### config.mk
export PLATFORM = sky130hd
export DESIGN_NAME = score_ctrl
export DESIGN_NICKNAME = d
export VERILOG_FILES = /design/src/rtl/score_pkg.sv /design/src/rtl/score_ctrl_blink_timer.sv /design/src/rtl/score_ctrl.sv
export SDC_FILE = /design/constraint.sdc
export NUM_CORES = 1
export LEC_CHECK = 0
export BUFFER_PORTS_ARGS = -buffer_cell sky130_fd_sc_hd__buf_2
export CAP_MARGIN = 0
export CORE_MARGIN = 1
export CORE_UTILIZATION = 45
export DETAILED_ROUTE_END_ITERATION = 16
export HOLD_SLACK_MARGIN = 0.06
export SYNTH_ARGS = -nofsm -noshare
export SYNTH_HDL_FRONTEND = slang
export SYNTH_SLANG_ARGS = --single-unit
### constraint.sdc
create_clock -name clk -period 2.25 [get_ports clk]
set_clock_uncertainty 0.1 [all_clocks]
set_input_delay 0.225 -clock clk [delete_from_list [all_inputs] [get_ports clk]]
set_output_delay 0.225 -clock clk [all_outputs]
set_load 0.02 [all_outputs]
### src/rtl/score_pkg.sv
// -----------------------------------------------------------------------------
// score_pkg
// Shared types and constants for the score display sequencer.
//   state_e   : sequencer states (IDLE, CLEAR, LOAD, PLAY, BLINK, HOLD)
//   SCORE_W   : width of the binary score (0..99 fits in 7 bits)
//   SCORE_MAX : saturation value of the game score
// -----------------------------------------------------------------------------
package score_pkg;

   localparam int SCORE_W = 7;
   localparam logic [SCORE_W-1:0] SCORE_MAX = 7'd99;

   typedef enum logic [2:0] {
      IDLE,
      CLEAR,
      LOAD,
      PLAY,
      BLINK,
      HOLD
   } state_e;

endpackage

### src/rtl/score_ctrl_blink_timer.sv
// -----------------------------------------------------------------------------
// blink_timer
// Game-over blink generator: a phase counter (BLINK_TICKS cycles per half
// period) plus a period counter (BLINK_COUNT off/on periods). Each period
// starts with the off phase.
// Ports:
//   clk, rst  : clock, asynchronous active-high reset
//   start     : load counters; the following cycle is the first off cycle
//   active    : advance counters (owner is in its blink state)
//   ena_out   : display enable for the NEXT cycle (feeds a registered output)
//   done      : current cycle is the last cycle of the final on phase
// -----------------------------------------------------------------------------
module blink_timer #(
   parameter logic [15:0] BLINK_TICKS = 16'd6000,
   parameter int          BLINK_COUNT = 3
) (
   input  logic clk,
   input  logic rst,
   input  logic start,
   input  logic active,
   output logic ena_out,
   output logic done
);

   localparam logic [15:0] LAST_TICK   = BLINK_TICKS - 16'd1;
   localparam logic [3:0]  LAST_PERIOD = 4'(BLINK_COUNT - 1);

   logic [15:0] phase_q, phase_d;
   logic [3:0]  period_q, period_d;
   logic        on_q, on_d;
   logic        phase_end;

   always_comb begin
      phase_end = (phase_q == LAST_TICK);
      phase_d   = phase_q;
      period_d  = period_q;
      on_d      = on_q;
      if (start) begin
         phase_d  = '0;
         period_d = '0;
         on_d     = 1'b0;
      end else if (active) begin
         if (phase_end) begin
            phase_d = '0;
            if (on_q) begin
               on_d     = 1'b0;
               period_d = period_q + 4'd1;
            end else begin
               on_d = 1'b1;
            end
         end else begin
            phase_d = phase_q + 16'd1;
         end
      end
   end

   assign ena_out = on_d;
   assign done    = active && phase_end && on_q && (period_q == LAST_PERIOD);

   always_ff @(posedge clk or posedge rst) begin
      if (rst) begin
         phase_q  <= '0;
         period_q <= '0;
         on_q     <= 1'b0;
      end else begin
         phase_q  <= phase_d;
         period_q <= period_d;
         on_q     <= on_d;
      end
   end

endmodule

### src/rtl/score_ctrl.sv
// -----------------------------------------------------------------------------
// score_ctrl
// Sequencer for the two-digit score display counter. Turns game events into
// clear/increment/enable strobes, blinks the display at game over, and can
// replay any value 0..99 into the counter (clear, then back-to-back incs).
// Optional feature macro: SCORE_CTRL_HIGH_SCORE_EN (high-score register and
// show_high replay while in HOLD).
// Ports:
//   clk, rst    : clock, asynchronous active-high reset
//   new_game    : pulse, restart at score 0 (accepted in any state)
//   point       : pulse, +1 score (PLAY only, saturates at 99)
//   game_over   : pulse, go blink (PLAY only)
//   show_high   : level, show high score while held (HOLD, macro only)
//   score_rst   : clear strobe to display counter
//   score_inc   : increment strobe to display counter
//   score_ena   : display enable
//   score       : game score, binary
//   high_score  : best score, binary (0 without the macro)
//   busy        : high during CLEAR and LOAD
// -----------------------------------------------------------------------------
module score_ctrl
   import score_pkg::*;
#(
   parameter logic [15:0] BLINK_TICKS = 16'd6000,
   parameter int          BLINK_COUNT = 3
) (
   input  logic               clk,
   input  logic               rst,
   input  logic               new_game,
   input  logic               point,
   input  logic               game_over,
   input  logic               show_high,
   output logic               score_rst,
   output logic               score_inc,
   output logic               score_ena,
   output logic [SCORE_W-1:0] score,
   output logic [SCORE_W-1:0] high_score,
   output logic               busy
);

   state_e             state_q;
   state_e             ret_q;     // state to enter once CLEAR/LOAD finish
   logic [SCORE_W-1:0] cnt_q;     // remaining increments to issue
   logic [SCORE_W-1:0] score_q;
   logic               rst_q, inc_q, ena_q, busy_q;

   logic tmr_start, tmr_active, tmr_ena, tmr_done;

   assign tmr_start  = (state_q == PLAY) && game_over && !new_game;
   assign tmr_active = (state_q == BLINK);

   blink_timer #(
      .BLINK_TICKS (BLINK_TICKS),
      .BLINK_COUNT (BLINK_COUNT)
   ) u_blink (
      .clk     (clk),
      .rst     (rst),
      .start   (tmr_start),
      .active  (tmr_active),
      .ena_out (tmr_ena),
      .done    (tmr_done)
   );

`ifdef SCORE_CTRL_HIGH_SCORE_EN
   logic [SCORE_W-1:0] high_q;
   logic               sh_q;     // show_high delayed one cycle, for edges
   logic               pend_q;   // edge seen while replaying, serve on return
   logic               sh_edge;

   assign sh_edge    = show_high ^ sh_q;
   assign high_score = high_q;
`else
   logic unused_show_high;
   assign unused_show_high = show_high;
   assign high_score       = '0;
`endif

   always_ff @(posedge clk or posedge rst) begin
      if (rst) begin
         state_q <= IDLE;
         ret_q   <= PLAY;
         cnt_q   <= '0;
         score_q <= '0;
         rst_q   <= 1'b0;
         inc_q   <= 1'b0;
         ena_q   <= 1'b0;
         busy_q  <= 1'b0;
`ifdef SCORE_CTRL_HIGH_SCORE_EN
         high_q  <= '0;
         sh_q    <= 1'b0;
         pend_q  <= 1'b0;
`endif
      end else begin
         // strobes are single-cycle unless a branch re-asserts them
         rst_q <= 1'b0;
         inc_q <= 1'b0;
`ifdef SCORE_CTRL_HIGH_SCORE_EN
         sh_q <= show_high;
         if (busy_q && (ret_q == HOLD) && sh_edge)
            pend_q <= 1'b1;
`endif
         if (new_game) begin
            state_q <= CLEAR;
            ret_q   <= PLAY;
            cnt_q   <= '0;
            score_q <= '0;
            rst_q   <= 1'b1;
            ena_q   <= 1'b0;
            busy_q  <= 1'b1;
`ifdef SCORE_CTRL_HIGH_SCORE_EN
            pend_q  <= 1'b0;
`endif
         end else begin
            case (state_q)
               IDLE: ena_q <= 1'b0;
               CLEAR, LOAD: begin
                  if (cnt_q != '0) begin
                     state_q <= LOAD;
                     cnt_q   <= cnt_q - 7'd1;
                     inc_q   <= 1'b1;
                  end else begin
                     // both return states show the display
                     state_q <= ret_q;
                     busy_q  <= 1'b0;
                     ena_q   <= 1'b1;
                  end
               end
               PLAY: begin
                  if (game_over) begin
                     state_q <= BLINK;
                     ena_q   <= 1'b0;
`ifdef SCORE_CTRL_HIGH_SCORE_EN
                     if (score_q > high_q)
                        high_q <= score_q;
`endif
                  end else if (point && (score_q < SCORE_MAX)) begin
                     score_q <= score_q + 7'd1;
                     inc_q   <= 1'b1;
                  end
               end
               BLINK: begin
                  if (tmr_done) begin
                     state_q <= HOLD;
                     ena_q   <= 1'b1;
                  end else begin
                     ena_q <= tmr_ena;
                  end
               end
               HOLD: begin
                  ena_q <= 1'b1;
`ifdef SCORE_CTRL_HIGH_SCORE_EN
                  // current level picks the value, so a latched edge is
                  // served with whatever show_high is now
                  if (sh_edge || pend_q) begin
                     state_q <= CLEAR;
                     ret_q   <= HOLD;
                     cnt_q   <= show_high ? high_q : score_q;
                     rst_q   <= 1'b1;
                     ena_q   <= 1'b0;
                     busy_q  <= 1'b1;
                     pend_q  <= 1'b0;
                  end
`endif
               end
               default: state_q <= IDLE;
            endcase
         end
      end
   end

   assign score_rst = rst_q;
   assign score_inc = inc_q;
   assign score_ena = ena_q;
   assign score     = score_q;
   assign busy      = busy_q;

endmodule

==> summary.txt <==
Outcome
  • Status: finished, final reports clean

Final layout
  • Cell Count, Final, Fillers Out: 344
  • Nets: 288
  • Layout cell share with drive strength beyond 1: 19.5%
  • Diode count: 0
  • Most frequent cells in the layout: 41 x dfrtp_1, 37 x nor2_1, 20 x xor2_1, 17 x buf_4, 15 x buf_2
  • Post-route cell area: 0.00269 sq mm
  • Final core occ: 55.2%
  • P&R area growth vs syn: 14.3%
  • Most common cell after layout, fill and taps aside: dfrtp_1

Floorplanning
  • Die area: 0.00553 sq mm
  • Die X: 74.4 um
  • Initial Util: 48.3%
  • Ports: 24
  • Height of the chip: 74.4 um
  • # rows: 25
  • Core area: 0.00488 sq mm

Worst setup path
  • CP Cell Sequence: or4_4 -> nor4_4 -> buf_4 -> buf_4 -> a21oi_1 -> o32ai_1
  • Required time of the worst setup path: 2.34 ns
  • CP Data Arrival Time: 2.23 ns
  • Crit-path max cell delay: 0.55 ns
  • R2R Path End: score_ena
  • Worst r2r path cells: 6
  • Critical path fanouts, max: 4
  • CP startpoint kind: flop
  • R2R setup slack: 0.10 ns
  • Buf+Inv Stages, Crit Path: 2
  • Crit. End Element: flop
  • Critical Path Most Common Cell: buf_4
  • Crit Path Class: flop to flop
  • CP delay by family, top: simple AND/OR/NAND/NOR gates
  • CP max stage cell: or4_4
  • Critical R2R Launch: u_blink.phase_q[15]

Yosys
  • Largest cells by area after synthesis: dfrtp_1 45%, xor2_1 7.4%, nor2_1 5.9%, ha_1 3.2%, nand4_1 2.9%
  • Syn Inst Count: 245
  • XOR/XNOR Fraction of Synth Area: 9.29%
  • YS warnings: 0
  • Simple-Gate Fraction of Synth Area: 28.0%
  • Yosys reg bits: 42
  • Main combinational cell family by area after synthesis: simple AND/OR/NAND/NOR gates
  • Post-synthesis sequential area ratio: 44.6%
  • Synth cell types: 53
  • Mux contribution to synthesized area: 0.956%
  • Synth top area share: 44.6%
  • Synth Flop Type: dfrtp_1
  • EDFF count, synth: 0
  • Synth Area in Adders: 3.19%
  • Compound-Gate Fraction of Synth Area: 8.82%
  • FFs w/ async S/R, synth: 100%
  • Post-Syn Area: 0.00236 sq mm
  • Synth area leader: dfrtp_1
  • Syn Area/Cell: 9.62 sq um

Power and ir drop
  • Total power: 0.00248 W
  • Power density over cell area: 922 mW/mm^2
  • Pleak: 1.23 nW
  • VDD IR max: 0.000734 V

Min path
  • Hold EP: state_q[2]
  • Worst hold-check path type: input port to flop
  • Hold Crit Depth: 3
  • Hold Crit Start: game_over

Route
  • Initial DRC count: 100
  • DRC Markers: 0
  • Vias post-DR: 1798
  • Routed wire length: 4580 um
  • Drt via density: 5.23
  • Final ANT Viol Nets: 0
  • DR WL/cell: 13.3 um
  • TritonRoute pass-1 iters: 4

Placed design
  • Inst Count DP: 330
  • Port Buffer Count: 15
  • GPL Wtd Cong: 0.780
  • Dpl hpwl: 3250 um
  • DP Area: 0.00255 sq mm

Clock network
  • Total CTS buffers: 5
  • CTS Root Cell: clkbuf_8
  • Htree depth: 2
  • Clock buffer depth: 2
  • Clock sinks: 42
  • CTS tree: yes
  • Clk Latency, worst-skew pair: 0.29 ns
  • CTS clk-pin slew, worst paths: 0.08 ns

Timing
  • Min Hold Slack: 0.143 ns
  • Fin crit period: 2.15 ns
  • Hold Fails Final Rpt: 0
  • FMAX: 0.466 GHz
  • Final Slew Violations: 0
  • Final worst path period share: 95.3%
  • Worst-Margin Slew: 0.533 ns
  • Final setup viols: 0
  • Worst rel slew slack: 64.2%

Global route
  • Vias in the first global route: 1663
  • Total congestion overflow: 0
  • Largest net degree at the start of global routing: 25
  • First-pass GRT wire length: 7800 um
  • GR Util All Layers: 18.9%
  • Initial antenna violation count: 0

Flow run
  • Max cap viols: 0
area by class of cell:
cell class	instances	area [sq um]
clock inverters	1	5.00
clock buffers	7	86.3
well taps	67	83.8
fillers	467	2190
inverters	6	22.5
multi-input cells	187	1210
flip-flops and latches	42	1050
repair buffers	34	233
state kept, by name, indices dropped and copies added (netlist names):
name,cells
state_q,3
cnt_q,7
score_rst,1
score_ena,1
u_blink.on_q,1
u_blink.phase_q,16
u_blink.period_q,4
busy,1
score,7
score_inc,1
cells by family (layout without fill, tap and decap cells):
logic type / after synthesis / after routing
simple gates: 116 / 116
flops: 42 / 42
compound gates: 31 / 31
xor+xnor: 25 / 25
buf+inv: 22 / 48
fa+ha+maj: 6 / 6
mux: 2 / 2
other cells: 1 / 7
worst max path at each step:
| stage | from | cells after the start | to | slack, ns |
|---|---|---|---|---|
| after floorplan | cnt_q[0] | 7 | cnt_q[4] | 0.26 |
| after global placement | u_blink.phase_q[4] | 5 | u_blink.period_q[3] | 0.21 |
| after detailed placement | u_blink.phase_q[4] | 5 | u_blink.period_q[3] | 0.18 |
| after CTS | u_blink.phase_q[4] | 5 | u_blink.period_q[3] | 0.15 |
| after global routing | u_blink.phase_q[15] | 5 | u_blink.period_q[3] | -0.04 |
| final | u_blink.phase_q[15] | 6 | score_ena | 0.10 |
repair_timing:
item,CTS,global route
hold endpoints to repair,13,0
endpoints found under the setup margin,0,2
hold buffers,1,0
resized for setup,0,2
setup buffers,0,5
per-layer routing:
layer  routed length, um  global-route usage, %
met5                   0                      0
met4                  48                   6.29
met3                 154                   4.20
met2                1990                   26.1
met1                2380                   29.1
synthesized netlist by cell type (2+ instances only):
library cell	instances
a21oi_1	9
a31oi_1	2
and2_1	3
and3_1	4
buf_4	9
clkbuf_1	6
dfrtp_1	42
ha_1	6
inv_1	6
mux2_2	2
nand2_1	13
nand2b_1	6
nand3_1	13
nand4_1	11
nor2_1	37
nor2b_1	2
nor3_1	5
o21ai_0	5
o31ai_1	4
or3_1	3
or4_1	2
xnor2_1	5
xor2_1	20
worst reg2reg max path: stages (launching register included):
cell     delay, ns
dfrtp_1       0.39
or4_4         0.55
nor4_4        0.42
buf_4         0.19
buf_4         0.10
a21oi_1       0.05
o32ai_1       0.24
per-stage QoR:
step,TNS [ns],worst slack [ns]
after global placement,0,0.212
after global routing,-0.0651,-0.0408
after floorplan,0,0.260
final,0,0.105
after detailed placement,0,0.177
after CTS,0,0.154
report_power, final:
part | switching (W) | leakage [nW] | internal (W)
Combinational | 0.000495 | 0.615 | 0.000418
Sequential | 0.000169 | 0.564 | 0.000900
Clock | 0.000253 | 0.0482 | 0.000248
(Power assumes the default switching activity.)
